==> config.mk <==
export PLATFORM = sky130hd
export DESIGN_NAME = branch_predictor_flat
export DESIGN_NICKNAME = d
export VERILOG_FILES = /design/src/rtl/branch_predictor_pkg.sv /design/src/rtl/branch_predictor_if.sv /design/src/rtl/branch_cond.sv /design/src/rtl/branch_predictor.sv /design/src/flat_wrapper.sv
export SDC_FILE = /design/constraint.sdc
export NUM_CORES = 2
export LEC_CHECK = 0
export ABC_CLOCK_PERIOD_IN_PS = 4200
export BUFFER_PORTS_ARGS = -buffer_cell sky130_fd_sc_hd__buf_2
export CAP_MARGIN = 10
export CORE_ASPECT_RATIO = 1.5
export CORE_UTILIZATION = 50
export DETAILED_ROUTE_END_ITERATION = 12
export GPL_TIMING_DRIVEN = 0
export PLACE_DENSITY = 0.7
export SYNTH_ARGS = -nofsm -noshare
export SYNTH_HDL_FRONTEND = slang
export SYNTH_SLANG_ARGS = --single-unit
==> constraint.sdc <==
create_clock -name clk -period 4.2 [get_ports clk]
set_input_delay 0.21 -clock clk [delete_from_list [all_inputs] [get_ports clk]]
set_output_delay 0.21 -clock clk [all_outputs]
set_load 0.03 [all_outputs]
==> src/rtl/branch_predictor_pkg.sv <==
// Shared types and constants for the branch predictor: branch-type codes,
// 2-bit counter states and the saturating performance-counter helper.
package branch_predictor_pkg;

    localparam int unsigned BR_W   = 3;
    localparam int unsigned CNT_W  = 2;
    localparam int unsigned PERF_W = 32;

    typedef enum logic [BR_W-1:0] {
        BR_NONE = 3'b000,
        BR_JAL  = 3'b001,
        BR_JALR = 3'b010,
        BR_RSV  = 3'b011,
        BR_BEQ  = 3'b100,
        BR_BNE  = 3'b101,
        BR_BLT  = 3'b110,
        BR_BGE  = 3'b111
    } br_type_e;

    typedef enum logic [CNT_W-1:0] {
        CNT_SNT = 2'b00,
        CNT_WNT = 2'b01,
        CNT_WT  = 2'b10,
        CNT_ST  = 2'b11
    } cnt_e;

    // Increment that sticks at all-ones instead of wrapping.
    function automatic logic [PERF_W-1:0] sat_inc(input logic [PERF_W-1:0] v, input logic en);
        return (en && (v != '1)) ? PERF_W'(v + 1'b1) : v;
    endfunction

endpackage

==> src/rtl/branch_predictor_if.sv <==
// Fetch-side prediction, resolve-side feedback and perf-counter bundle
// between the pipeline (master) and the predictor (slave).
interface branch_predictor_if #(
    parameter int unsigned XLEN = 32
);
    import branch_predictor_pkg::*;

    logic [XLEN-1:0]   pc_f;
    logic              pred_taken;
    logic [XLEN-1:0]   pred_target;

    logic              ex_valid;
    logic [XLEN-1:0]   ex_pc;
    logic [XLEN-1:0]   ex_target;
    logic [BR_W-1:0]   ex_branch;
    logic              ex_zero;
    logic              ex_result0;
    logic              ex_pred_taken;
    logic [XLEN-1:0]   ex_pred_target;

    logic              redirect_valid;
    logic [XLEN-1:0]   redirect_pc;
    logic [PERF_W-1:0] br_count;
    logic [PERF_W-1:0] mispred_count;

    modport master (
        output pc_f, ex_valid, ex_pc, ex_target, ex_branch, ex_zero, ex_result0,
               ex_pred_taken, ex_pred_target,
        input  pred_taken, pred_target, redirect_valid, redirect_pc, br_count, mispred_count
    );

    modport slave (
        input  pc_f, ex_valid, ex_pc, ex_target, ex_branch, ex_zero, ex_result0,
               ex_pred_taken, ex_pred_target,
        output pred_taken, pred_target, redirect_valid, redirect_pc, br_count, mispred_count
    );

endinterface

==> src/rtl/branch_cond.sv <==
// Combinational resolve decoder: turns branch type plus ALU flags into
// taken / is-a-branch / unconditional indications.
module branch_cond
    import branch_predictor_pkg::*;
(
    input  logic [BR_W-1:0] br_type,
    input  logic            zero,
    input  logic            result0,
    output logic            taken_c,
    output logic            is_branch_c,
    output logic            uncond_c
);

    always_comb begin
        taken_c     = 1'b0;
        is_branch_c = 1'b1;
        uncond_c    = 1'b0;
        case (br_type)
            BR_JAL, BR_JALR: begin
                taken_c  = 1'b1;
                uncond_c = 1'b1;
            end
            BR_BEQ:  taken_c = zero;
            BR_BNE:  taken_c = ~zero;
            BR_BLT:  taken_c = result0;
            // bge is taken on equality or when "less than" came out false
            BR_BGE:  taken_c = zero | ~result0;
            default: is_branch_c = 1'b0;
        endcase
    end

endmodule

==> src/rtl/branch_predictor.sv <==
// Direct-mapped branch target buffer with 2-bit counters, resolve-stage
// mispredict detection, registered redirect and saturating perf counters.
module branch_predictor
    import branch_predictor_pkg::*;
#(
    parameter int unsigned XLEN    = 32,
    parameter int unsigned ENTRIES = 16
) (
    input logic               clk,
    input logic               rst_n,
    branch_predictor_if.slave bus
);

    localparam int unsigned IDX  = $clog2(ENTRIES);
    localparam int unsigned TAGW = XLEN - IDX - 2;

    logic             valid_q  [ENTRIES];
    logic [TAGW-1:0]  tag_q    [ENTRIES];
    logic [XLEN-1:0]  tgt_q    [ENTRIES];
    logic [CNT_W-1:0] cnt_q    [ENTRIES];
    logic             uncond_q [ENTRIES];

    logic              redirect_valid_q;
    logic [XLEN-1:0]   redirect_pc_q;
    logic [PERF_W-1:0] br_q;
    logic [PERF_W-1:0] mispred_q;
    logic [PERF_W-1:0] br_d;
    logic [PERF_W-1:0] mispred_d;

    logic [IDX-1:0]  idx_f;
    logic [TAGW-1:0] tag_f;
    logic            hit_f;
    logic            pred_taken_c;

    logic [IDX-1:0]  ex_idx;
    logic [TAGW-1:0] ex_tag;
    logic            taken;
    logic            is_branch;
    logic            is_uncond;
    logic [XLEN-1:0] actual_pc;
    logic            mispredict;
    logic            upd_en;
    logic            hit_e;

    logic [CNT_W-1:0] new_cnt;
    logic [XLEN-1:0]  new_tgt;
    logic             new_unc;

    branch_cond u_cond (
        .br_type     (bus.ex_branch),
        .zero        (bus.ex_zero),
        .result0     (bus.ex_result0),
        .taken_c     (taken),
        .is_branch_c (is_branch),
        .uncond_c    (is_uncond)
    );

    // Fetch-side lookup reads the registered table only, so a same-cycle
    // update is not visible until the next cycle.
    assign idx_f        = bus.pc_f[IDX+1:2];
    assign tag_f        = bus.pc_f[XLEN-1:IDX+2];
    assign hit_f        = valid_q[idx_f] && (tag_q[idx_f] == tag_f);
    assign pred_taken_c = hit_f && (uncond_q[idx_f] || cnt_q[idx_f][1]);

    assign bus.pred_taken  = pred_taken_c;
    assign bus.pred_target = pred_taken_c ? tgt_q[idx_f] : XLEN'(bus.pc_f + XLEN'(4));

    // Resolve-side outcome and mispredict detection.
    assign ex_idx     = bus.ex_pc[IDX+1:2];
    assign ex_tag     = bus.ex_pc[XLEN-1:IDX+2];
    assign actual_pc  = taken ? bus.ex_target : XLEN'(bus.ex_pc + XLEN'(4));
    assign mispredict = bus.ex_valid &&
                        ((bus.ex_pred_taken != taken) ||
                         (taken && (bus.ex_pred_target != bus.ex_target)));
    assign upd_en     = bus.ex_valid && is_branch;
    assign hit_e      = valid_q[ex_idx] && (tag_q[ex_idx] == ex_tag);

    // Next contents of the entry being trained.
    always_comb begin
        new_cnt = cnt_q[ex_idx];
        new_tgt = tgt_q[ex_idx];
        new_unc = uncond_q[ex_idx];
        if (is_uncond) begin
            new_cnt = CNT_ST;
            new_tgt = bus.ex_target;
            new_unc = 1'b1;
        end else if (hit_e) begin
            if (taken) begin
                new_tgt = bus.ex_target;
                if (cnt_q[ex_idx] != CNT_ST) begin
                    new_cnt = CNT_W'(cnt_q[ex_idx] + 1'b1);
                end
            end else if (cnt_q[ex_idx] != CNT_SNT) begin
                new_cnt = CNT_W'(cnt_q[ex_idx] - 1'b1);
            end
        end else begin
            new_cnt = taken ? CNT_WT : CNT_WNT;
            new_tgt = bus.ex_target;
            new_unc = 1'b0;
        end
    end

    always_ff @(posedge clk) begin
        if (!rst_n) begin
            for (int i = 0; i < ENTRIES; i++) begin
                valid_q[i]  <= 1'b0;
                tag_q[i]    <= '0;
                tgt_q[i]    <= '0;
                cnt_q[i]    <= CNT_WNT;
                uncond_q[i] <= 1'b0;
            end
        end else if (upd_en) begin
            valid_q[ex_idx]  <= 1'b1;
            tag_q[ex_idx]    <= ex_tag;
            tgt_q[ex_idx]    <= new_tgt;
            cnt_q[ex_idx]    <= new_cnt;
            uncond_q[ex_idx] <= new_unc;
        end
    end

    assign br_d      = sat_inc(br_q, upd_en);
    assign mispred_d = sat_inc(mispred_q, mispredict);

    // Redirect pulse and perf counters.
    always_ff @(posedge clk) begin
        if (!rst_n) begin
            redirect_valid_q <= 1'b0;
            redirect_pc_q    <= '0;
            br_q             <= '0;
            mispred_q        <= '0;
        end else begin
            redirect_valid_q <= mispredict;
            if (mispredict) begin
                redirect_pc_q <= actual_pc;
            end
            br_q      <= br_d;
            mispred_q <= mispred_d;
        end
    end

    assign bus.redirect_valid = redirect_valid_q;
    assign bus.redirect_pc    = redirect_pc_q;
    assign bus.br_count       = br_q;
    assign bus.mispred_count  = mispred_q;

endmodule

==> src/flat_wrapper.sv <==
// flat-port wrapper written by rule: the top's interface ports become plain ports
module branch_predictor_flat import branch_predictor_pkg::*;
#(
    parameter int unsigned XLEN    = 32,
    parameter int unsigned ENTRIES = 16
)
  (clk, rst_n, bus_pc_f, bus_ex_valid, bus_ex_pc, bus_ex_target, bus_ex_branch, bus_ex_zero, bus_ex_result0, bus_ex_pred_taken, bus_ex_pred_target, bus_pred_taken, bus_pred_target, bus_redirect_valid, bus_redirect_pc, bus_br_count, bus_mispred_count);
  branch_predictor_if #(.XLEN(XLEN)) bus_i ();
  input logic clk;
  input logic rst_n;
  input wire logic [$bits(bus_i.pc_f)-1:0] bus_pc_f;
  input wire logic [$bits(bus_i.ex_valid)-1:0] bus_ex_valid;
  input wire logic [$bits(bus_i.ex_pc)-1:0] bus_ex_pc;
  input wire logic [$bits(bus_i.ex_target)-1:0] bus_ex_target;
  input wire logic [$bits(bus_i.ex_branch)-1:0] bus_ex_branch;
  input wire logic [$bits(bus_i.ex_zero)-1:0] bus_ex_zero;
  input wire logic [$bits(bus_i.ex_result0)-1:0] bus_ex_result0;
  input wire logic [$bits(bus_i.ex_pred_taken)-1:0] bus_ex_pred_taken;
  input wire logic [$bits(bus_i.ex_pred_target)-1:0] bus_ex_pred_target;
  output wire logic [$bits(bus_i.pred_taken)-1:0] bus_pred_taken;
  output wire logic [$bits(bus_i.pred_target)-1:0] bus_pred_target;
  output wire logic [$bits(bus_i.redirect_valid)-1:0] bus_redirect_valid;
  output wire logic [$bits(bus_i.redirect_pc)-1:0] bus_redirect_pc;
  output wire logic [$bits(bus_i.br_count)-1:0] bus_br_count;
  output wire logic [$bits(bus_i.mispred_count)-1:0] bus_mispred_count;
  assign bus_i.pc_f = bus_pc_f;
  assign bus_i.ex_valid = bus_ex_valid;
  assign bus_i.ex_pc = bus_ex_pc;
  assign bus_i.ex_target = bus_ex_target;
  assign bus_i.ex_branch = bus_ex_branch;
  assign bus_i.ex_zero = bus_ex_zero;
  assign bus_i.ex_result0 = bus_ex_result0;
  assign bus_i.ex_pred_taken = bus_ex_pred_taken;
  assign bus_i.ex_pred_target = bus_ex_pred_target;
  assign bus_pred_taken = bus_i.pred_taken;
  assign bus_pred_target = bus_i.pred_target;
  assign bus_redirect_valid = bus_i.redirect_valid;
  assign bus_redirect_pc = bus_i.redirect_pc;
  assign bus_br_count = bus_i.br_count;
  assign bus_mispred_count = bus_i.mispred_count;
  branch_predictor #(.XLEN(XLEN), .ENTRIES(ENTRIES)) u_core (.clk(clk), .rst_n(rst_n), .bus(bus_i));
endmodule
==> metrics.log <==
INFO  metric run_status = finished with violations
INFO  metric violations_in_the_final_reports = negative setup slack
INFO  metric totalWireLength = 218,000 um
INFO  metric number_of_different_library_cells_in_the_post_synthesis_netlist = between 70 and 80
INFO  metric asyncSetResetFlopFracSynth = 0%
INFO  metric power.static_leakage = 22.9 nW
INFO  metric grt_usage = ~39%
INFO  metric placement.setup.worst_slack = -2.86 ns
INFO  metric clock_tree.htree_level_count = 3
INFO  metric maxSlewViolCount = 0
INFO  metric synthToLayoutAreaGrowth = 16.9%
INFO  metric max_slew_margin = about a tenth
INFO  metric mostFrequentLayoutCell = sky130_fd_sc_hd__edfxtp_1
INFO  metric synth.yosys.warnings = 0
INFO  metric p_clk_share = 38.0%
INFO  metric commonest_cells_after_routing_fill_and_taps_aside = 960 x sky130_fd_sc_hd__edfxtp_1, 766 x sky130_fd_sc_hd__and2_1, 380 x sky130_fd_sc_hd__mux4_2
INFO  metric gp_congestion = between 1 and 1.5
INFO  metric grt_first_pass_wirelength = 294,000 um
INFO  metric powerDensity = 404 nW/um^2
INFO  metric critPathLaunchType = primary input
INFO  metric max_slew.worst_pin.slew = ~1.3 ns
INFO  metric biggest_fanout_along_the_worst_timing_path = 10
INFO  metric vias_in_the_first_global_route = 38,500
INFO  metric grt_overflow_total = 0
INFO  metric post-route-drc-count = 0
INFO  metric io_pins = 267
INFO  metric clock_tree.root_cell = sky130_fd_sc_hd__clkbuf_16
INFO  metric synth-main-ff-cell = sky130_fd_sc_hd__edfxtp_1
INFO  metric grt_setup_unrepaired = yes
INFO  metric critPathBufInv = 10
INFO  metric die_height = 409 um
INFO  metric peakVddDrop = about 300 uV
INFO  metric clock_latency = 0.74 ns
INFO  metric min_period_over_period = 106%
INFO  metric sw_frac_of_total = a little over a quarter
INFO  metric timing.setup.critical_path_class = primary input to register
INFO  metric grt_antenna_before_repair = 22
INFO  metric reg_clk_slew_reported_paths = 0.07 ns
INFO  metric hold_class = primary input to register
INFO  metric drive_above_1_share = 26.2%
INFO  metric yosysSeqAreaShare = 56.8%
INFO  metric crit_path_top_delay_cell = sky130_fd_sc_hd__buf_1
INFO  metric std_cell_rows = 149
INFO  metric first_iter_violations = 5,088
INFO  metric crit_path_frequent_cell = sky130_fd_sc_hd__buf_6
INFO  metric final_net_count = 4,618
INFO  metric synth_seq_cells = 1,089
INFO  metric worst_ep_required_time = approximately 4.7 ns
INFO  metric post-dp-hpwl = 158,000 um
INFO  metric synthesis.area = 55,300 um^2
INFO  metric synth_enable_flop_cells = 960
INFO  metric power.share.combinational = 14.0%
INFO  metric floorplan.initialDensity = between 50% and 60%
INFO  metric route.vias.total = between 30,000 and 40,000
INFO  metric fp.dieW = 274 um
INFO  metric place_inst = 5,716
INFO  metric crit_path_cell_trace = buf_2, buf_6, buf_6, buf_6, buf_6, buf_1, o2111ai_1, nand3_1, o211a_1, nand4_1, or4_4, buf_12, buf_8, o21a_4, nand2b_4, buf_12, buf_16
INFO  metric syn_avg_cell_area = 13.7 um^2
INFO  metric syn_nets = 4,177
INFO  metric post_route_antenna_net_violation_count = 0
INFO  metric cts_inserted_buffers = 104
INFO  metric endpoint_kind = register
INFO  metric max_freq = 0.225 GHz
INFO  metric tritoncts_sinks = 1,089
INFO  metric die_area = 112,000 um^2
INFO  metric via_per_inst = 6.49
INFO  metric final-setup-viol-count = 1,027
INFO  metric core-area = 110,000 um^2
INFO  metric skew = 0.0412 ns
INFO  metric syn-instance-count = 4,033
INFO  metric kind_of_cell_with_the_highest_combined_delay_on_the_critical_path = buffers and inverters
INFO  metric power_switching = 6.89 mW
INFO  metric hold_violations = 0
INFO  metric r2r_slack = -0.09 ns
INFO  metric tritoncts = yes
INFO  metric grt_max_degree = 33
INFO  metric cap_violations = 0
INFO  metric clock_tree.buffer_depth = 3
INFO  metric finalNonFillerCells = between 6,000 and 7,000
INFO  metric port_buffers = around 220
INFO  metric final_period_minus_worst_setup_slack = about 4.4 ns
INFO  metric internal-power = just under 20 mW
INFO  metric setup_slack = -0.246 ns
INFO  metric slowest_delay = just under 0.9 ns
INFO  metric drtPass1Iterations = 6
INFO  metric power.share.sequential = 48.0%
INFO  metric detail_route.wl_per_cell = 36.3 um
INFO  metric worst_ep_arrival_time = about 5 ns
-- layer usage --
metal	global-route usage, %	wire length (um)	up-vias
met1	41.8	66800	19500
met2	63.1	105000	2766
met4	32.6	23000	2
li1	-	-	15800
met5	0	8	-
met3	10.1	23800	846
-- path summary, 6_finish.rpt --
path,endpoint,start,cells past startpoint
setup / recovery,u_core.tgt_q[3][13],bus_ex_pc[3],17
hold / removal,u_core.tgt_q[15][17],bus_ex_target[17],2
setup reg to reg,u_core.tgt_q[3][13],u_core.tag_q[9][7],12
hold reg to reg,u_core.valid_q[0],u_core.valid_q[0],2
-- registers in the layout (all words and copies together) (netlist names) --
register                   count
u_core.uncond_q               16
u_core.bus.br_count           32
u_core.cnt_q                  32
u_core.tgt_q                 512
u_core.valid_q                16
u_core.tag_q                 416
u_core.bus.mispred_count      32
u_core.bus.redirect_valid      1
u_core.bus.redirect_pc        32
-- layout make-up --
cell class | instances | area [um^2]
sequential | 1089 | 31400
timing repair buffer | 316 | 2650
antenna | 12 | 30.0
multi-input combinational | 2536 | 22800
clock buffer | 127 | 2840
tap | 1434 | 1790
clock inverter | 65 | 661
inverter | 35 | 135
buffer | 392 | 2400
fill | 8571 | 45100
-- cells in the mapped netlist, types with 19 or more instances --
cell                       instances  area share (%)
sky130_fd_sc_hd__nand2b_1         19            0.21
sky130_fd_sc_hd__buf_1            49            0.33
sky130_fd_sc_hd__mux2i_1          88             1.6
sky130_fd_sc_hd__a21oi_1          48            0.43
sky130_fd_sc_hd__clkbuf_1        269             1.8
sky130_fd_sc_hd__nand2_1         171             1.2
sky130_fd_sc_hd__dfxtp_1         129             4.7
sky130_fd_sc_hd__inv_1            32            0.22
sky130_fd_sc_hd__nor3_1           62            0.56
sky130_fd_sc_hd__nand3_1          86            0.78
sky130_fd_sc_hd__buf_2            22            0.20
sky130_fd_sc_hd__xnor2_1         107             1.7
sky130_fd_sc_hd__mux2_2           41            0.83
sky130_fd_sc_hd__mux4_2          380              15
sky130_fd_sc_hd__nor2_1          311             2.1
sky130_fd_sc_hd__edfxtp_1        960              52
sky130_fd_sc_hd__nand4_1          56            0.63
sky130_fd_sc_hd__and2_1          786             8.9
sky130_fd_sc_hd__xor2_1           72             1.1
sky130_fd_sc_hd__or3_1            20            0.23
sky130_fd_sc_hd__buf_6            43            0.88
sky130_fd_sc_hd__o21ai_0          49            0.44
-- cell families (layout without fill, tap and decap cells) --
group,after synthesis,after routing,share of synthesized area (%)
AOI/OAI and AO/OA,249,249,3.31
DFF,1089,1089,56.8
buffers and inverters,428,935,3.65
adders and majority gates,7,7,0.158
xor gates and xnor gates,180,180,2.86
muxes,510,510,17.9
and+or+nand+nor,1570,1590,15.3
other,0,12,0
-- through the flow --
step / total power, mW / hold slack, ns / util (%) / instance area (um^2) / setup TNS [ns]
floorplan: 14.5 / 0.429 / - / 55300 / -100.88
global placement: 15.9 / 0.455 / 53.0 / 58200 / -4367.10
detailed placement: 16.0 / 0.459 / 53.6 / 58900 / -3141.32
CTS: 25.9 / 0.0107 / 58.3 / 64000 / -2.01
global route: 26.5 / 0.0658 / 58.9 / 64700 / -7.26
finish: 26.1 / 0.0353 / 58.9 / 64700 / -103.88
-- repair_timing --
item | CTS | global route
endpoints found under the hold margin | 9 | 0
cloned | 20 | 17
gates resized for setup | 277 | 94
buffers inserted | 36 | 8
hold buffers | 4 | 0
setup endpoints to repair | 1376 | 1051
pin swaps | 14 | 1
-- power by group through the flow --
stage                     logic, mW  clock network (mW)  registers [mW]
after floorplan                1.79                   0            12.7
after global placement         3.14                   0            12.8
after detailed placement       3.23                   0            12.8
after CTS                      3.47                9.89            12.5
after global routing           3.70                10.2            12.6
final                          3.67                9.92            12.6
Note: power is estimated with default switching activity, not from simulation.
